### src/rtl/m_store_buffer.sv
// M-stage store buffer: aligns sb/sh/sw/sd into byte lanes, queues them in a small FIFO,
// merges same-word stores into the youngest entry, drains over valid/ready and forwards to loads.
module m_store_buffer #(
  parameter int DATA_W = 32,
  parameter int ADDR_W = 32,
  parameter int DEPTH  = 4
) (
  input  logic                clk,
  input  logic                reset_n,
  input  logic                req_valid,
  output logic                req_ready,
  input  logic [ADDR_W-1:0]   req_addr,
  input  logic [DATA_W-1:0]   req_data,
  input  logic [1:0]          req_size,
  output logic                exc_ades,
  output logic                mem_valid,
  input  logic                mem_ready,
  output logic [ADDR_W-1:0]   mem_addr,
  output logic [DATA_W/8-1:0] mem_byteen,
  output logic [DATA_W-1:0]   mem_wdata,
  input  logic [ADDR_W-1:0]   fwd_addr,
  output logic [DATA_W/8-1:0] fwd_byteen,
  output logic [DATA_W-1:0]   fwd_data,
  output logic                empty
);
  localparam int NB   = DATA_W / 8;
  localparam int OFFW = $clog2(NB);
  localparam int PW   = $clog2(DEPTH);
  localparam int CW   = PW + 1;
  localparam logic [ADDR_W-1:0] WORD_MASK = ~ADDR_W'(NB - 1);

  logic [ADDR_W-1:0] addr_q [DEPTH];
  logic [NB-1:0]     be_q   [DEPTH];
  logic [DATA_W-1:0] data_q [DEPTH];
  logic [DEPTH-1:0]  vld_q;
  logic [PW-1:0]     head_q, head_d, tail_q, tail_d, tail_last;
  logic [CW-1:0]     count_q, count_d;
  logic              exc_q;

  logic [OFFW-1:0]   off;
  logic [2:0]        align_mask;
  logic [NB-1:0]     size_mask, req_be;
  logic [DATA_W-1:0] req_shift, req_wd, merge_wd;
  logic [ADDR_W-1:0] req_waddr, fwd_waddr;
  logic              misaligned, accept, push_ok, merge, alloc, pop;
  logic [PW-1:0]     scan_idx;

  assign off = req_addr[OFFW-1:0];

  always_comb begin
    align_mask = 3'd0;
    size_mask  = NB'(1);
    case (req_size)
      2'd0:    begin align_mask = 3'd0; size_mask = NB'(1);  end
      2'd1:    begin align_mask = 3'd1; size_mask = NB'(3);  end
      2'd2:    begin align_mask = 3'd3; size_mask = NB'(15); end
      default: begin align_mask = 3'd7; size_mask = '1;      end
    endcase
  end

  // A dword on a 32-bit bus has no legal placement at all.
  assign misaligned = ((req_size == 2'd3) && (DATA_W == 32)) ||
                      ((off & align_mask[OFFW-1:0]) != '0);
  assign req_be    = size_mask << off;
  assign req_shift = req_data << {off, 3'b000};
  assign req_waddr = req_addr & WORD_MASK;
  assign fwd_waddr = fwd_addr & WORD_MASK;

  for (genvar gi = 0; gi < NB; gi++) begin : g_lane
    assign req_wd[gi*8 +: 8]   = req_be[gi] ? req_shift[gi*8 +: 8] : 8'h00;
    assign merge_wd[gi*8 +: 8] = req_be[gi] ? req_shift[gi*8 +: 8] : data_q[tail_last][gi*8 +: 8];
  end

  // Merging needs count>=2 so the tail can never be the entry being presented to memory.
  assign accept    = req_valid & req_ready;
  assign push_ok   = accept & ~misaligned;
  assign pop       = mem_valid & mem_ready;
  assign tail_last = tail_q - PW'(1);
  assign merge     = push_ok && (count_q >= CW'(2)) && (addr_q[tail_last] == req_waddr);
  assign alloc     = push_ok & ~merge;
  assign head_d    = pop   ? head_q + PW'(1) : head_q;
  assign tail_d    = alloc ? tail_q + PW'(1) : tail_q;
  assign count_d   = count_q + CW'(alloc) - CW'(pop);

  assign req_ready  = count_q < CW'(DEPTH);
  assign empty      = (count_q == '0);
  assign mem_valid  = ~empty;
  assign mem_addr   = addr_q[head_q];
  assign mem_byteen = be_q[head_q];
  assign mem_wdata  = data_q[head_q];
  assign exc_ades   = exc_q;

  // Walk oldest to youngest so younger stores override overlapping lanes.
  always_comb begin
    fwd_byteen = '0;
    fwd_data   = '0;
    scan_idx   = '0;
    for (int i = 0; i < DEPTH; i++) begin
      scan_idx = head_q + PW'(i);
      if (vld_q[scan_idx] && (addr_q[scan_idx] == fwd_waddr)) begin
        for (int b = 0; b < NB; b++) begin
          if (be_q[scan_idx][b]) begin
            fwd_byteen[b]      = 1'b1;
            fwd_data[b*8 +: 8] = data_q[scan_idx][b*8 +: 8];
          end
        end
      end
    end
  end

  always_ff @(posedge clk or negedge reset_n) begin
    if (!reset_n) begin
      count_q <= '0;
      head_q  <= '0;
      tail_q  <= '0;
      vld_q   <= '0;
      exc_q   <= 1'b0;
      for (int i = 0; i < DEPTH; i++) begin
        addr_q[i] <= '0;
        be_q[i]   <= '0;
        data_q[i] <= '0;
      end
    end else begin
      count_q <= count_d;
      head_q  <= head_d;
      tail_q  <= tail_d;
      exc_q   <= accept & misaligned;
      if (pop) begin
        vld_q[head_q]  <= 1'b0;
        addr_q[head_q] <= '0;
        be_q[head_q]   <= '0;
        data_q[head_q] <= '0;
      end
      if (merge) begin
        be_q[tail_last]   <= be_q[tail_last] | req_be;
        data_q[tail_last] <= merge_wd;
      end
      if (alloc) begin
        vld_q[tail_q]  <= 1'b1;
        addr_q[tail_q] <= req_waddr;
        be_q[tail_q]   <= req_be;
        data_q[tail_q] <= req_wd;
      end
    end
  end
endmodule
### config.mk
export PLATFORM = sky130hd
export DESIGN_NAME = m_store_buffer
export DESIGN_NICKNAME = d
export VERILOG_FILES = /design/src/rtl/m_store_buffer.sv
export SDC_FILE = /design/constraint.sdc
export NUM_CORES = 1
export LEC_CHECK = 0
export CAP_MARGIN = 20
export CORE_MARGIN = 8
export CORE_UTILIZATION = 50
export CTS_CLUSTER_DIAMETER = 40
export DETAILED_ROUTE_END_ITERATION = 10
export PLACE_DENSITY = 0.78
export SLEW_MARGIN = 20
export SYNTH_ARGS = -nofsm -noshare
export SYNTH_HDL_FRONTEND = slang
export SYNTH_SLANG_ARGS = --single-unit
### constraint.sdc
create_clock -name clk -period 5.7 [get_ports clk]
set_clock_uncertainty 0.15 [all_clocks]
set_input_delay 0.855 -clock clk [delete_from_list [all_inputs] [get_ports clk]]
set_output_delay 0.855 -clock clk [all_outputs]
set_load 0.1 [all_outputs]
==> impl_metrics.tcl, run 1 <==
set metrics [dict create \
    slew_viol_final 0 \
    max_freq_ghz 0.1740 \
    fin_crit_sh 1.008 \
    synth_ff_type "dfrtp_1" \
    dp_cells 3168 \
    power_leakage_uw 0.01181 \
    utilization 0.6115 \
    grt_pass1_vias 24780 \
    period_needed_ns 5.746 \
    grt_pass1_wl_mm 153.0 \
    path_class "flip-flop to output pin" \
    post-dp-hpwl_mm 64.36 \
    hold_viol_final 0 \
    synth_cell_types 66 \
    nFillCells 3910 \
    p_per_area_nw_per_um2 635.3 \
    netlist_area_um2 25560 \
    nets 2672 \
    final-setup-viol-count 1 \
    crit_path_end_kind "output pin" \
    ant_nets 0 \
    drt-initial-drc-count 3843 \
    required_ns 4.70 \
    yosys_warnings 0 \
    pre_cts_ws_ns 0.2456 \
    io_buffers 207 \
    routed_wl_mm 101.4 \
    finalWorstSetupSlack_ns -0.04629 \
    synthArstFlopShare 1.000 \
    synthCells 2458 \
    num_rows 83 \
    ys_top_cells_by_area "dfrtp_1 28%, mux4_2 26%, nand2_1 5.9%" \
    stdcell_count 3286 \
    start_kind "flip-flop" \
    dr.pass1.iters 7 \
    ioPinCount 210 \
    htree_levels 2 \
    clkLatencyLatePin_ns 0.65 \
    routedWlPerCell_um 30.85 \
    clockRootBuffer "clkbuf_16" \
    drive_above_1_share 0.2728 \
    peakVddDrop_v 0.0005232 \
    crit_arrival_ns 4.74 \
    seq_area_frac_synth 0.2781 \
    drv_cap 0 \
    worst_slew_pin_slew_ns 1.159 \
    track_usage 0.3344 \
    antenna_found_initial 5 \
    violations "setup timing" \
    grt_max_degree 127 \
    gp_congestion 0.9888 \
    chipWidth_um 242.1 \
    coreArea_um2 50890 \
    fin_total_pwr_uw 19770 \
    hold_class "flip-flop to flip-flop" \
    clkSlewWorstSetupHoldPaths_ns 0.05 \
    initial_core_util 0.5022 \
    drc 0 \
    rsz0062_at_grt "true" \
    die_h_um 242.1 \
    synth_most_common_cell "nand2_1" \
    overflow 0 \
    avgSynthCellArea_um2 10.40 \
    avgViaCountPerCell 7.566 \
    yosys.area.top_type "dfrtp_1" \
    synth-edff-count 0 \
    area_delta_synth_final_pct 21.77 \
    synth_commonest_cells "403 x nand2_1, 295 x mux4_2, 284 x dfrtp_1" \
    clockBufferDepth 3 \
    synth_fp_nets 2572 \
    cts.sinks 284 \
    die_area_um2 58600 \
    cts_tree "yes" \
    synth-seq-cells 284 \
    cts_made_buffers 53 \
    relSlewSlack 0.2246 \
    num_vias 24860 \
    outcome "complete, but fails checks" \
    yosysTopAreaCellShare 0.2781 \
    critPathMaxFanout 36 \
]
[state kept, by name, indices dropped and copies added, names as in the netlist]
name	flops
vld_q	4
head_q	2
exc_ades	1
be_q	16
addr_q	128
count_q	3
data_q	128
tail_q	2
[through the flow]
| step | TNS (ns) | hold WS [ns] | area (um2) |
|---|---|---|---|
| floorplan | -4.352 | 0.3218 | 25840 |
| global placement | 0 | 0.3363 | 28660 |
| detailed placement | 0 | 0.3778 | 28660 |
| CTS | -0.5070 | 0.2423 | 30740 |
| global route | -0.1249 | 0.4263 | 31120 |
| finish | -0.04629 | 0.3832 | 31120 |
[cell families (layout without fill, tap and decap cells)]
family                     Yosys count  after routing  synth area share
other                                0              3                 0
xor gates and xnor gates           144            144           0.04935
muxes                              463            463            0.3297
AOI/OAI and AO/OA                  560            560            0.1473
adders and majority gates           12             12          0.006169
and+or+nand+nor                    717            717            0.1375
buffers and inverters              278            423           0.05190
DFF                                284            284            0.2781
[where the power goes]
group	switching, uW	internal [uW]
registers	1150	2760
logic	7670	4980
clock network	1250	1950
total	10100	9700
[path summary, 6_finish.rpt]
check,start,end,slack (ns),cells past startpoint
worst min-delay path,count_q[0],count_q[0],0.38,1
min in group asynchronous,reset_n,addr_q[114],0.56,2
max in group asynchronous,reset_n,head_q[1],3.37,4
worst max-delay path,head_q[1],fwd_byteen[0],-0.05,12
worst min register to register,count_q[0],count_q[0],0.38,1
worst max register to register,tail_q[0],count_q[1],0.89,11
[final cells by class]
type                    instances  area (um2)  share of cell area
diodes                          3       7.507           0.0002412
clock buffers                  64        1428             0.04588
clock inverters                36       381.6             0.01226
inverters                      19       75.07            0.002412
multi-input cells            1896       17830              0.5730
flip-flops and latches        284        7118              0.2287
well taps                     680       850.8             0.02734
repair buffers                304        3428              0.1102
[metal layers]
layer,global-route usage,share of wire
met1,0.4102,0.33
met3,0.1276,0.16
met2,0.4995,0.45
met4,0.1969,0.064
met5,0,0.00024
[cell usage in the layout (no fill, tap or decap), drive strengths merged, types with 26 or more instances in the layout]
cell type,n
a2111oi,34
a22oi,112
a311oi,32
a31oi,97
buf,133
clkbuf,67
clkdlybuf4s50,166
dfrtp,284
inv,26
mux2,67
mux2i,100
mux4,296
nand2,403
nand3,142
nand4,38
nor3,42
o211ai,45
o21ai,143
o22ai,29
xnor2,101
xor2,43
[repair_timing]
| item | 4_1_cts | 5_1_grt |
|---|---|---|
| setup buffers | 5 | 6 |
| resized for setup | 25 | 47 |
| pin swaps | 2 | 11 |
| endpoints found under the setup margin | 36 | 36 |
| hold buffers | 0 | 1 |
| hold endpoints to repair | 0 | 26 |
| cloned | 1 | 1 |
[worst max-delay path: stages (launching register included)]
cell and delay (ns):
dfrtp_4 0.45, clkinvlp_4 0.14, ha_4 0.38, buf_12 0.14, buf_4 0.20, mux4_2 0.39, xnor2_4 0.22, nand4_1 0.21
nor4_4 0.21, or4b_4 0.52, buf_12 0.20, o211ai_1 0.69, clkbuf_16 0.35
No activity file was read; power rests on OpenSTA's default activity.
==> run 2: changes to the inputs <==
--- a/config.mk
+++ b/config.mk
@@ -6,6 +6,7 @@
 export NUM_CORES = 1
 export LEC_CHECK = 0
 export CAP_MARGIN = 20
+export CORE_ASPECT_RATIO = 1.1
 export CORE_MARGIN = 8
 export CORE_UTILIZATION = 50
 export CTS_CLUSTER_DIAMETER = 40
==> run 2 against run 1 <==
Effect of this change: the flow still finishes with violations (setup timing); sequential share of layout area rose by 0.17 points; combinational power barely moved; via count barely moved; maximum frequency rose by 0.30%; sequential power barely moved; cell area fell by 0.74%; die area barely moved; critical path type unchanged; largest power group unchanged; highest routed layer is now met4.
==> impl_metrics.tcl, run 2 (synthesized netlist as in run 1, its figures left out) <==
set metrics [dict create \
    fin_area_um2 30890 \
    rrSetupSlack_ns 0.35 \
    start_kind "flip-flop" \
    layout_commonest_cell "nand2_1" \
    grt_pass1_vias 24760 \
    dr.pass1.iters 7 \
    antenna_found_initial 1 \
    post-dp-hpwl_mm 64.88 \
    nets 2651 \
    chipWidth_um 231.6 \
    violations "setup timing" \
    gp_congestion 1.031 \
    clockBufferDepth 3 \
    initial_core_util 0.5027 \
    hold_class "input port to async pin" \
    relSlewSlack 0.2392 \
    fin_crit_sh 1.005 \
    ioPinCount 210 \
    peakVddDrop_v 0.0007495 \
    avgViaCountPerCell 7.652 \
    clkLatencyLatePin_ns 0.63 \
    required_ns 4.70 \
    grt_max_degree 159 \
    hold_viol_final 0 \
    finalWorstSetupSlack_ns -0.02915 \
    final_cell_mix "399 x nand2_1, 295 x mux4_2, 281 x dfrtp_1" \
    cts.sinks 284 \
    num_vias 24890 \
    die_h_um 253.1 \
    coreArea_um2 50840 \
    outcome "complete, but fails checks" \
    finalSetupTns_ns -0.09808 \
    clockRootBuffer "clkbuf_16" \
    grt_pass1_wl_mm 153.1 \
    num_rows 87 \
    slew_viol_final 0 \
    die_area_um2 58610 \
    crit_path_end_kind "output pin" \
    track_usage 0.3363 \
    routedWlPerCell_um 30.96 \
    utilization 0.6076 \
    drt-initial-drc-count 3942 \
    crit_arrival_ns 4.72 \
    cts_made_buffers 53 \
    ant_nets 0 \
    worst_slew_pin_slew_ns 1.141 \
    nFillCells 3924 \
    cts_hold_buf 0 \
    path_class "flip-flop to output pin" \
    htree_levels 2 \
    place_area_um2 28550 \
    reg_top3 "addr_q x128, data_q x128, be_q x16" \
    critPathMaxFanout 43 \
    power_leakage_uw 0.01173 \
    routed_wl_mm 100.7 \
    rsz0062_at_grt "true" \
    drc 0 \
    cts_tree "yes" \
    period_needed_ns 5.729 \
    max_freq_ghz 0.1745 \
    area_delta_synth_final_pct 20.86 \
    clkSlewWorstSetupHoldPaths_ns 0.05 \
    io_buffers 207 \
    overflow 0 \
    final-setup-viol-count 6 \
    drive_above_1_share 0.2684 \
    p_per_area_nw_per_um2 641.0 \
    drv_cap 0 \
]
[run 2: changes by cell type in the layout (fill, tap and decap cells not counted), sizes merged]
cell,previous run,this run
dlygate4sd3,1,0
bufinv,3,8
clkdlybuf4s50,166,165
bufbuf,1,0
clkbuf,67,66
clkinvlp,13,7
inv,26,27
buf,133,116
[run 2: final timing paths]
kind	startpoint	endpoint	depth (start not counted)
setup / recovery	head_q[0]	fwd_data[30]	9
hold / removal	reset_n	addr_q[30]	1
setup reg to reg	tail_q[0]	data_q[106]	11
hold reg to reg	count_q[0]	count_q[0]	1
max in group asynchronous	reset_n	head_q[1]	2
min in group clk	count_q[0]	count_q[0]	1
[run 2: final cells by class]
cell class                      count  area [um2]  area share
Timing Repair Buffer              283        3211      0.1039
Multi-Input combinational cell   1896       17700      0.5730
Clock buffer                       64        1448     0.04687
Antenna cell                        3       7.507   0.0002431
Clock inverter                     36       500.5     0.01620
Sequential cell                   284        7118      0.2305
Tap cell                          667       834.6     0.02702
Inverter                           19       71.32    0.002309
[run 2: power by group]
group	internal [uW]	total (uW)	switching, uW	leakage (uW)
registers	2760	3930	1170	0.00380
logic	4850	12400	7560	0.00700
clock network	2200	3450	1250	0.000934
[run 2: stage by stage]
| step | hold slack [ns] | setup slack, ns | power [uW] | instances |
|---|---|---|---|---|
| after floorplan | 0.3218 | -0.1347 | 12800 | 2458 |
| after global placement | 0.3368 | 0.2799 | 15430 | 3141 |
| after global routing | 0.06729 | -0.05774 | 20480 | 3250 |
| final | 0.03235 | -0.02915 | 19800 | 3252 |
| after detailed placement | 0.3494 | 0.2583 | 15810 | 3141 |
| after CTS | 0.04305 | -0.01059 | 19370 | 3243 |
[run 2: layer usage]
layer | part of all wire | global-route usage | up-vias
li1 | - | - | 9816
met1 | 0.33 | 0.4066 | 12210
met2 | 0.45 | 0.5148 | 2279
met3 | 0.14 | 0.1100 | 581
met4 | 0.081 | 0.2161 | 0
met5 | 0 | 0 | -
[run 2: repair_timing]
item | 4_1_cts | 5_1_grt
gates cloned | 0 | 1
buffers inserted | 2 | 5
gates resized for setup | 33 | 27
pin swaps | 5 | 5
endpoints found under the hold margin | 0 | 0
setup endpoints to repair | 36 | 35
[run 2: critical path, cell delays in order (launching register included)]
cell       delay (ns)
dfrtp_4          0.55
buf_12           0.31
mux4_2           0.55
xnor2_1          0.40
nand4_1          0.24
nor4_4           0.56
nand4_2          0.39
a2111oi_1        0.72
a311oi_4         0.15
buf_12           0.21
